### config.mk
export PLATFORM = sky130hd
export DESIGN_NAME = robertson_ctrl
export DESIGN_NICKNAME = d
export VERILOG_FILES = /design/src/rtl/robertson_pkg.sv /design/src/rtl/bit_counter.sv /design/src/rtl/robertson_ctrl.sv
export SDC_FILE = /design/constraint.sdc
export NUM_CORES = 1
export LEC_CHECK = 0
export CORE_AREA = 5 5 42 44
export CTS_CLUSTER_DIAMETER = 30
export DETAILED_ROUTE_END_ITERATION = 12
export DIE_AREA = 0 0 47 49
export GPL_TIMING_DRIVEN = 0
export SLEW_MARGIN = 20
export SYNTH_ARGS = -nofsm -noshare
export SYNTH_HDL_FRONTEND = slang
export SYNTH_SLANG_ARGS = --single-unit
### constraint.sdc
create_clock -name clk -period 1.81 [get_ports clk]
set_clock_uncertainty 0.2 [all_clocks]
set_input_delay 0.4525 -clock clk [delete_from_list [all_inputs] [get_ports clk]]
set_output_delay 0.4525 -clock clk [all_outputs]
set_load 0.1 [all_outputs]
### src/rtl/robertson_pkg.sv
// Shared state encoding and sizing helpers for the Robertson multiplier controller.
package robertson_pkg;

    localparam int unsigned N_DEFAULT = 8;

    typedef logic [2:0] state_t;

    localparam state_t S_IDLE  = 3'd0;
    localparam state_t S_INIT  = 3'd1;
    localparam state_t S_ADD   = 3'd2;
    localparam state_t S_SHIFT = 3'd3;
    localparam state_t S_DONE  = 3'd4;

    // Counter width for 0..n-1, never narrower than one bit.
    function automatic int unsigned cnt_w(input int unsigned n);
        return (n > 1) ? $clog2(n) : 1;
    endfunction

endpackage

### src/rtl/bit_counter.sv
// Multiplier bit index counter: synchronous restart, saturating increment, terminal flag.
module bit_counter
    import robertson_pkg::*;
#(
    parameter int unsigned N = N_DEFAULT,
    parameter int unsigned W = cnt_w(N)
) (
    input  logic clk,
    input  logic clear,
    input  logic init,
    input  logic inc,
    output logic last
);

    logic [W-1:0] cnt_q;

    assign last = (cnt_q == W'(N - 1));

    // Increment is gated by last so the index can never wrap past N-1.
    always_ff @(posedge clk or posedge clear) begin
        if (clear) begin
            cnt_q <= '0;
        end else if (init) begin
            cnt_q <= '0;
        end else if (inc && !last) begin
            cnt_q <= cnt_q + 1'b1;
        end
    end

endmodule

### src/rtl/robertson_ctrl.sv
// Sequencer for the Robertson signed shift-and-add multiplier datapath.
// Define ROBCTRL_SKIP_ZERO_EN to fold the shift of a zero multiplier bit into its ADD cycle.
module robertson_ctrl
    import robertson_pkg::*;
#(
    parameter int unsigned N = N_DEFAULT
) (
    input  logic clk,
    input  logic clear,
    input  logic start,
    input  logic q0,
    output logic busy,
    output logic done,
    output logic ld_m,
    output logic sel_init,
    output logic loadh,
    output logic loadl,
    output logic sub,
    output logic shift,
    output logic f_clr,
    output logic f_upd
);

    localparam int unsigned W = cnt_w(N);

    state_t state_q, state_d;
    logic   last;
    logic   cnt_init;
    logic   cnt_inc;

    bit_counter #(
        .N (N),
        .W (W)
    ) u_bit_counter (
        .clk   (clk),
        .clear (clear),
        .init  (cnt_init),
        .inc   (cnt_inc),
        .last  (last)
    );

    always_ff @(posedge clk or posedge clear) begin
        if (clear) begin
            state_q <= S_IDLE;
        end else begin
            state_q <= state_d;
        end
    end

    always_comb begin
        state_d  = state_q;
        busy     = 1'b0;
        done     = 1'b0;
        ld_m     = 1'b0;
        sel_init = 1'b0;
        loadh    = 1'b0;
        loadl    = 1'b0;
        sub      = 1'b0;
        shift    = 1'b0;
        f_clr    = 1'b0;
        f_upd    = 1'b0;
        cnt_init = 1'b0;
        cnt_inc  = 1'b0;
        case (state_q)
            S_IDLE: begin
                if (start) begin
                    state_d = S_INIT;
                end
            end
            S_INIT: begin
                busy     = 1'b1;
                ld_m     = 1'b1;
                sel_init = 1'b1;
                loadh    = 1'b1;
                loadl    = 1'b1;
                f_clr    = 1'b1;
                cnt_init = 1'b1;
                state_d  = S_ADD;
            end
            S_ADD: begin
                busy = 1'b1;
                if (q0) begin
                    // The final bit carries negative weight in two's complement.
                    loadh   = 1'b1;
                    f_upd   = 1'b1;
                    sub     = last;
                    state_d = S_SHIFT;
                end else begin
`ifdef ROBCTRL_SKIP_ZERO_EN
                    shift   = 1'b1;
                    loadh   = 1'b1;
                    loadl   = 1'b1;
                    cnt_inc = !last;
                    state_d = last ? S_DONE : S_ADD;
`else
                    state_d = S_SHIFT;
`endif
                end
            end
            S_SHIFT: begin
                busy    = 1'b1;
                shift   = 1'b1;
                loadh   = 1'b1;
                loadl   = 1'b1;
                cnt_inc = !last;
                state_d = last ? S_DONE : S_ADD;
            end
            S_DONE: begin
                done    = 1'b1;
                state_d = S_IDLE;
            end
            default: begin
                state_d = S_IDLE;
            end
        endcase
    end

endmodule

After elaboration in Yosys (flattened, before gate mapping)
Cells that the tools add are included.
{ "word_totals": {"register_bits": 6, "in_bits": 4, "out_inout_bits": 10, "elab_cells": 31} }
{ "classes": {"n_addsub": 1, "eq_ne": 6, "n_mux": 16, "n_reduce_logical": 6} }
{ "op_table": {"columns": ["op", "n"], "rows": [
  ["two-way mux 3 bit", 4],
  ["one-hot mux 3 bit (4 select lines)", 1],
  ["two-way mux 1 bit", 10],
  ["equality test 3 x 2 -> 1 bit (second input constant)", 2],
  ["equality test 3 bit (second input constant)", 2],
  ["adder 3 x 1 -> 3 bit (second input constant)", 1],
  ["equality test 3 x 1 -> 1 bit (second input constant)", 1],
  ["logical NOT 3 bit", 1],
  ["OR reduction 3 bit", 1],
  ["inequality test 2 bit (second input constant)", 1],
  ["one-hot mux 1 bit (2 select lines)", 1],
  ["nonzero test 2 bit", 1],
  ["OR reduction 2 bit", 1],
  ["logical AND 1 bit", 1],
  ["logical NOT 1 bit", 1]
]} }

Longest topological paths before layout
Gate-level depths: netlist of run 1.
{ "depth": {"ltp_word": 6, "mapped_depth": 5, "ltp_nobuf": 5} }

Hierarchy
From an unflattened synthesis of run 1, not the netlist that was laid out.
{ "hier_totals": {"hier_cells": 39, "hier_area_um2": 394.1} }
{ "by_module_without_submodules": {"columns": ["module", "instances", "cells_per_inst", "area_each_um2", "seq_area_each_um2"], "rows": [
  ["robertson_ctrl", 1, 23, 206.4, 75.1],
  ["bit_counter", 1, 16, 187.7, 75.1]
]} }

Worst setup path before layout of run 1
No wires, ideal clock.
{ "synth_timing": {"path_kind": "flip-flop to output port", "start": "reg state_q[0]", "end": "out sub", "arrival_time_ns": 3.522, "required_ns": 1.157, "setup_slack_ns": -2.364, "stages_incl_launch_ff": 3, "path_buffers": 0, "path_cell_list": "dfrtp_1 > nor3_1 > and2_1"} }
{ "synth_between": {"elab_chain_cells": 2} }
{ "synth_lines": {"columns": ["item", "line_no", "text"], "rows": [
  ["start: declaration", "robertson_ctrl.sv:26", "state_t state_q, state_d;"],
  ["start signal: assignment", "robertson_ctrl.sv:46", "state_q <= state_d;"],
  ["equality test 3 x 2 -> 1 bit", "robertson_ctrl.sv:64", "case (state_q)"],
  ["two-way mux 1 bit", "robertson_ctrl.sv:64", null],
  ["end: declaration", "robertson_ctrl.sv:18", "output logic sub,"]
]} }
Every way passes these cells.

Final worst setup path of run 1
{ "layout_timing": {"start": "reg state_q[2]", "end": "out sub"} }
Same word-level chain as after synthesis.

==> out/results.ini, run 1 <==
[floorplan]
ios=14
core_um2=1401
die_w_um=47
initial_core_util_pct=25.36
die_y_um=49
num_rows=14
dieArea_um2=2303

[final_layout]
fin_util_pct=58.93
multiInputGateArea_um2=254.0
syn_to_final_growth_pct=132.4
fillers=116
fin_nets=72
regArea_um2=152.6
drive_above_1_share_pct=70.77
antenna_cells=0

[critical_path]
cpMaxStageDelayCell=dfrtp_2
path_buf_inv=2
cp.arrival_ns=1.32
crit_path_end_kind=output pin
worstPathMaxFanout=3
path_class=register to output pin
cpPeakStageDelay_ns=0.41
required_ns=1.16
crit_family=flip-flops
startpoint_type=register
critical_path.cell_chain=buf_6, nor3_4, and2_4, buf_12

[global_route]
gr-total-overflow=0
grt_pass1_vias=303
track_usage_pct=7.796
antenna_found_initial=0
grt_pass1_wl_um=1276
grt_start_max_net_pins=9

[routing]
drt_wl_total_um=863
first_pass_iters=4
drc_errors=0
vias=351
drtIter0Drc=3
vias_per_cell=4.333
detail-route-antenna-nets=0
wl_per_cell_um=10.65

[sta]
maxSlewViolCount=0
slew_headroom_pct=85.97
clock.fmax_ghz=0.5059
rsz0062_at_grt=yes
finalHoldViolations=0
finalCritPeriodShare_pct=109.2
worstMarginPinSlew_ns=0.2105
post-route-min-period_ns=1.977
setup_tns_ns=-0.8265
setup_viol=8
fin_ws_ns=-0.1668

[synthesis]
ys_seq_elements=6
synth.largest_area_cell=dfrtp_1
ys_types=16
synth_top_cell_area_share_pct=42.25
ys_top_cells_by_area=dfrtp_1 42%, ha_1 7.0%, buf_4 6.3%
yosysWarnings=0
syn-cell-area_um2=355.3
ys_seq_area_share_pct=42.25
syn_inst=37
synth_fp_nets=43
syn_area_per_cell_um2=9.604

[clocking]
cts_tree=done
clockBufferDepth=2
worstSkewPairLatency_ns=0.24
cts_sinks=6
clk_pin_slew_ns=0.05
cts_root_buf=clkbuf_4
cts_buffers=3
htreeDepth=1

[min_path]
hold_path.class=primary input to asynchronous set/reset pin

[flow_run]
cap_violations=0

[place]
dp_slack_ns=-1.377
numPortBuffers=13
gp_congestion=0.6764
dpl.hpwl_um=586.9

[run_status]
status=finished, violations left
violations=negative setup slack

[kinds of logic after synthesis]
| family | after synthesis | share of synthesized area, % |
|---|---|---|
| and+or+nand+nor | 18 | 30.99 |
| AOI/OAI and AO/OA | 5 | 10.21 |
| DFF | 6 | 42.25 |
| adders and majority gates | 2 | 7.041 |
| buffers and inverters | 6 | 9.506 |
[cells in the mapped netlist]
library cell	n
a21o_2	1
a21oi_1	2
a22o_1	2
and2_1	3
and3_1	1
and3_2	1
buf_4	3
dfrtp_1	6
ha_1	2
inv_1	2
inv_2	1
nand2_1	3
nand2b_4	1
nor2_1	5
nor3_1	3
nor3b_4	1
[metrics by stage]
step,hold slack (ns),cell area (um^2),cells
after global placement,0.2927,570.5,66
final,0.2108,825.8,81
after CTS,0.2058,765.7,78
after global routing,0.2128,825.8,81
after detailed placement,0.2919,570.5,66
after floorplan,0.04339,420.4,37
[metal layers]
| metal | GRT usage [%] | share of wire, % |
|---|---|---|
| met1 | 7.623 | 37 |
| met4 | 4.147 | 0 |
| met2 | 14.48 | 59 |
| met5 | 0 | 0 |
| met3 | 1.107 | 4.1 |
[path summary, 6_finish.rpt]
kind	startpoint	endpoint	slack, ns	cells after the start
worst min register to register	u_bit_counter.cnt_q[1]$_DFFE_PP0P_	u_bit_counter.cnt_q[1]$_DFFE_PP0P_	0.31	1
min in group clk	u_bit_counter.cnt_q[1]$_DFFE_PP0P_	u_bit_counter.cnt_q[1]$_DFFE_PP0P_	0.31	1
worst max-delay path	state_q[2]$_DFFE_PP0P_	sub	-0.17	4
worst min-delay path	clear	state_q[1]$_DFFE_PP0P_	0.21	2
max in group asynchronous	clear	state_q[0]$_DFFE_PP0P_	1.01	2
worst max register to register	u_bit_counter.cnt_q[1]$_DFFE_PP0P_	u_bit_counter.cnt_q[1]$_DFFE_PP0P_	0.28	5
[sequential cells by signal, indices dropped and copies added, names as in the netlist]
name,cells
state_q,3
u_bit_counter.cnt_q,3
[area by class of cell]
cell class                 count  share of cell area (%)
multi-input combinational     25                   30.76
inverter                       3                   1.667
sequential                     6                   18.48
clock buffer                   4                   3.182
tap                           16                   2.424
timing repair buffer          24                   38.33
buffer                         3                   5.152
[worst reg2reg max path, cell delays in order (launching register included)]
cell	delay [ns]
dfrtp_1	0.37
ha_2	0.20
ha_4	0.16
buf_4	0.15
nor3b_4	0.22
a22o_1	0.17
[timing repair]
action                                  in CTS  in global routing
gates resized for setup                     96                  8
hold buffers                                 0                  0
endpoints found under the setup margin      10                 10
pin swaps                                    7                  2
buffers inserted                             8                  3
[cell usage in the layout, fill, tap and decap left out]
cell and n:
buf_12 11, buf_4 10, nor2_4 4, dfrtp_1 4, buf_6 3, and2_4 3
clkbuf_4 3, nand2_1 2, a22o_1 2, nor3_1 2, inv_1 2, clkdlybuf4s50_1 2
dfrtp_2 2, nand2b_4 1, inv_4 1, and3_1 1, nor3b_4 1, nor2_1 1
and3_2 1, nand2_4 1, nor3_4 1, a21oi_4 1, a21oi_1 1, a21o_2 1
ha_2 1, ha_4 1, clkbuf_1 1, clkdlybuf4s15_1 1
Power of run 1 is left out: the tool's default activity adds up to more than one toggle a clock period on the data nets, which glitch-free logic cannot reach.
==> inputs of run 2 (changes only) <==
- CTS_CLUSTER_DIAMETER: 30 -> 40
==> results of run 2 <==
Final layout, timing and power as in run 1 (identical DEF).
Power of run 2 is left out for the same reason.
==> edit: new RTL, flow settings as in run 1 <==
Change the package constant `N_DEFAULT` from 8 to 12.
--- a/src/rtl/robertson_pkg.sv
+++ b/src/rtl/robertson_pkg.sv
@@ -2,5 +2,5 @@
 package robertson_pkg;
 
-    localparam int unsigned N_DEFAULT = 8;
+    localparam int unsigned N_DEFAULT = 12;
 
     typedef logic [2:0] state_t;
Function: no difference found for any inputs over 10 cycles, from zero or initial values; that may be too few to reach the edited logic, so the function may still have changed.
==> edit against run 1 <==
  * The run still ends with setup timing left
  * Worst setup slack lost 0.10 ns
  * Non-clock buffer count increased by 5
  * Register-to-register slack lost 0.18 ns
  * Wire length increased by 49%
  * Area after synthesis is 16% higher
  * Sequential cell count increased by 1
  * Highest routed layer is now met4
  * Cell area up 15%
  * Maximum frequency fell by 4.8%
  * Synthesized cell count is 32% higher
  * Final cell count increased by 21%
Power is not shown: default switching activity piles up to over one toggle a cycle in this logic, so the estimate is an artifact.
==> edit: results (changes against run 1) <==
INFO  metric final_report_setup_violation_count = 10 (was 8)
INFO  metric instances_no_fill = 98 (was 81)
INFO  metric grt_pass1_vias = 485 (was 303)
INFO  metric path_max_fanout = 4 (was 3)
INFO  metric worst-endpoint-arrival = 1.42 ns (was 1.32 ns)
INFO  metric avgRoutedWirePerCell = 13.13 um (was 10.65 um)
INFO  metric worst_hold_slack = 0.2211 ns (was 0.2108 ns)
INFO  metric initial_antenna_violation_count = 0 (unchanged)
INFO  metric clk-insertion-delay-late = 0.26 ns (was 0.24 ns)
INFO  metric drt_first_iter_violations = 7 (was 3)
INFO  metric failed_checks = setup timing (unchanged)
INFO  metric mappedNetlistNets = 54 (was 43)
INFO  metric ctsLongestPathBuffers = 2 (unchanged)
INFO  metric grt_first_pass_wirelength = 2.145 mm (was 1.276 mm)
INFO  metric synth_compound_area_share = 4.559% (was 10.21%)
INFO  metric setup_slack = -0.2667 ns (was -0.1668 ns)
INFO  metric top_regs = u_bit_counter.cnt_q: 4 flops, state_q: 3 flops (was state_q: 3 flops, u_bit_counter.cnt_q: 3 flops)
INFO  metric outcome = finished with violations (unchanged)
INFO  metric synth_sequential_area_ratio = 42.55% (was 42.25%)
INFO  metric synth.area.top_cells = sky130_fd_sc_hd__dfrtp_1, sky130_fd_sc_hd__nand3_1, sky130_fd_sc_hd__nor2_1, sky130_fd_sc_hd__nand2_1, sky130_fd_sc_hd__buf_4 (was sky130_fd_sc_hd__dfrtp_1, sky130_fd_sc_hd__ha_1, sky130_fd_sc_hd__buf_4, sky130_fd_sc_hd__and2_1, sky130_fd_sc_hd__nor2_1)
INFO  metric synth_cell_type_count = 21 (was 16)
INFO  metric synthAdderAreaFrac = 3.040% (was 7.042%)
INFO  metric gp_routability_congestion = 0.6481 (was 0.6764)
INFO  metric synth.mux.area_fraction = 0% (unchanged)
INFO  metric crit-reg2reg-launch = state_q[2]$_DFFE_PP0P_ (was u_bit_counter.cnt_q[1]$_DFFE_PP0P_)
INFO  metric grt_max_degree = 8 (was 9)
INFO  metric synthesis.area_per_instance = 8.401 um2 (was 9.604 um2)
INFO  metric drive_gt1_share = 58.54% (was 70.77%)
INFO  metric filler_cell_count = 115 (was 116)
INFO  metric worst_slew_pin_slew = 0.2875 ns (was 0.2105 ns)
INFO  metric post-dp-hpwl = 737.2 um (was 586.9 um)
INFO  metric nNetsFinal = 88 (was 72)
INFO  metric ff2ff_setup_slack = 0.10 ns (was 0.28 ns)
INFO  metric grtUsageTotal = 13.17% (was 7.796%)
INFO  metric drt-vias-per-instance = 4.929 (was 4.333)
-- edit: stage by stage --
step                area, um2  setup slack (ns)  utilization (%)  setup TNS (ns)
finish                  948.4           -0.2667            67.68          -1.535
floorplan               510.5           -0.6068                -          -2.987
detailed placement      660.6            -1.263            47.14          -9.909
global placement        660.6            -1.272            47.14          -9.931
CTS                     890.9           -0.2651            63.57          -1.509
global route            948.4           -0.3280            67.68          -2.097
-- edit: final cells by class --
cell class / instances / area (um2) / area share, %
plain buffers: 3 / 53.80 / 5.673
clock buffers: 4 / 26.28 / 2.770
inverters: 4 / 22.52 / 2.375
multi-input cells: 35 / 279.0 / 29.42
flip-flops and latches: 7 / 178.9 / 18.87
well taps: 16 / 20.02 / 2.111
repair buffers: 29 / 367.9 / 38.79
-- edit: repair_timing --
action                     4_1_cts  5_1_grt
cloned                           0        0
setup buffers                   12        4
resized for setup               91        7
pin swaps                        2        3
setup endpoints to repair       10       10
-- edit: critical path, stage by stage (launching register included) --
cell,delay (ns)
sky130_fd_sc_hd__dfrtp_1,0.36
sky130_fd_sc_hd__ha_2,0.20
sky130_fd_sc_hd__nand3b_1,0.16
sky130_fd_sc_hd__nor4_4,0.18
sky130_fd_sc_hd__buf_6,0.26
-- edit: worst max-delay path by stage --
| stage | cells after the start | from | endpoint | slack (ns) |
|---|---|---|---|---|
| finish | 4 | u_bit_counter.cnt_q[0]$_DFFE_PP0P_ | sub | -0.27 |
| CTS | 4 | u_bit_counter.cnt_q[0]$_DFFE_PP0P_ | sub | -0.27 |
| global route | 4 | u_bit_counter.cnt_q[1]$_DFFE_PP0P_ | sub | -0.33 |
| floorplan | 4 | state_q[2]$_DFFE_PP0P_ | shift | -0.61 |
| global placement | 4 | q0 | sub | -1.27 |
| detailed placement | 4 | q0 | sub | -1.26 |
-- edit: logic make-up (layout without fill, tap and decap cells) --
kind of cell,count (synthesis),count (layout)
adders and majority gates,1,1
and+or+nand+nor,31,31
buffers and inverters,7,40
DFF,7,7
AOI/OAI and AO/OA,3,3
-- edit: metal layers --
| metal | routed length [um] | track usage (%) |
|---|---|---|
| met1 | 530 | 15.44 |
| met2 | 647 | 19.91 |
| met3 | 71 | 2.952 |
| met4 | 37 | 9.677 |
| met5 | 0 | 0 |
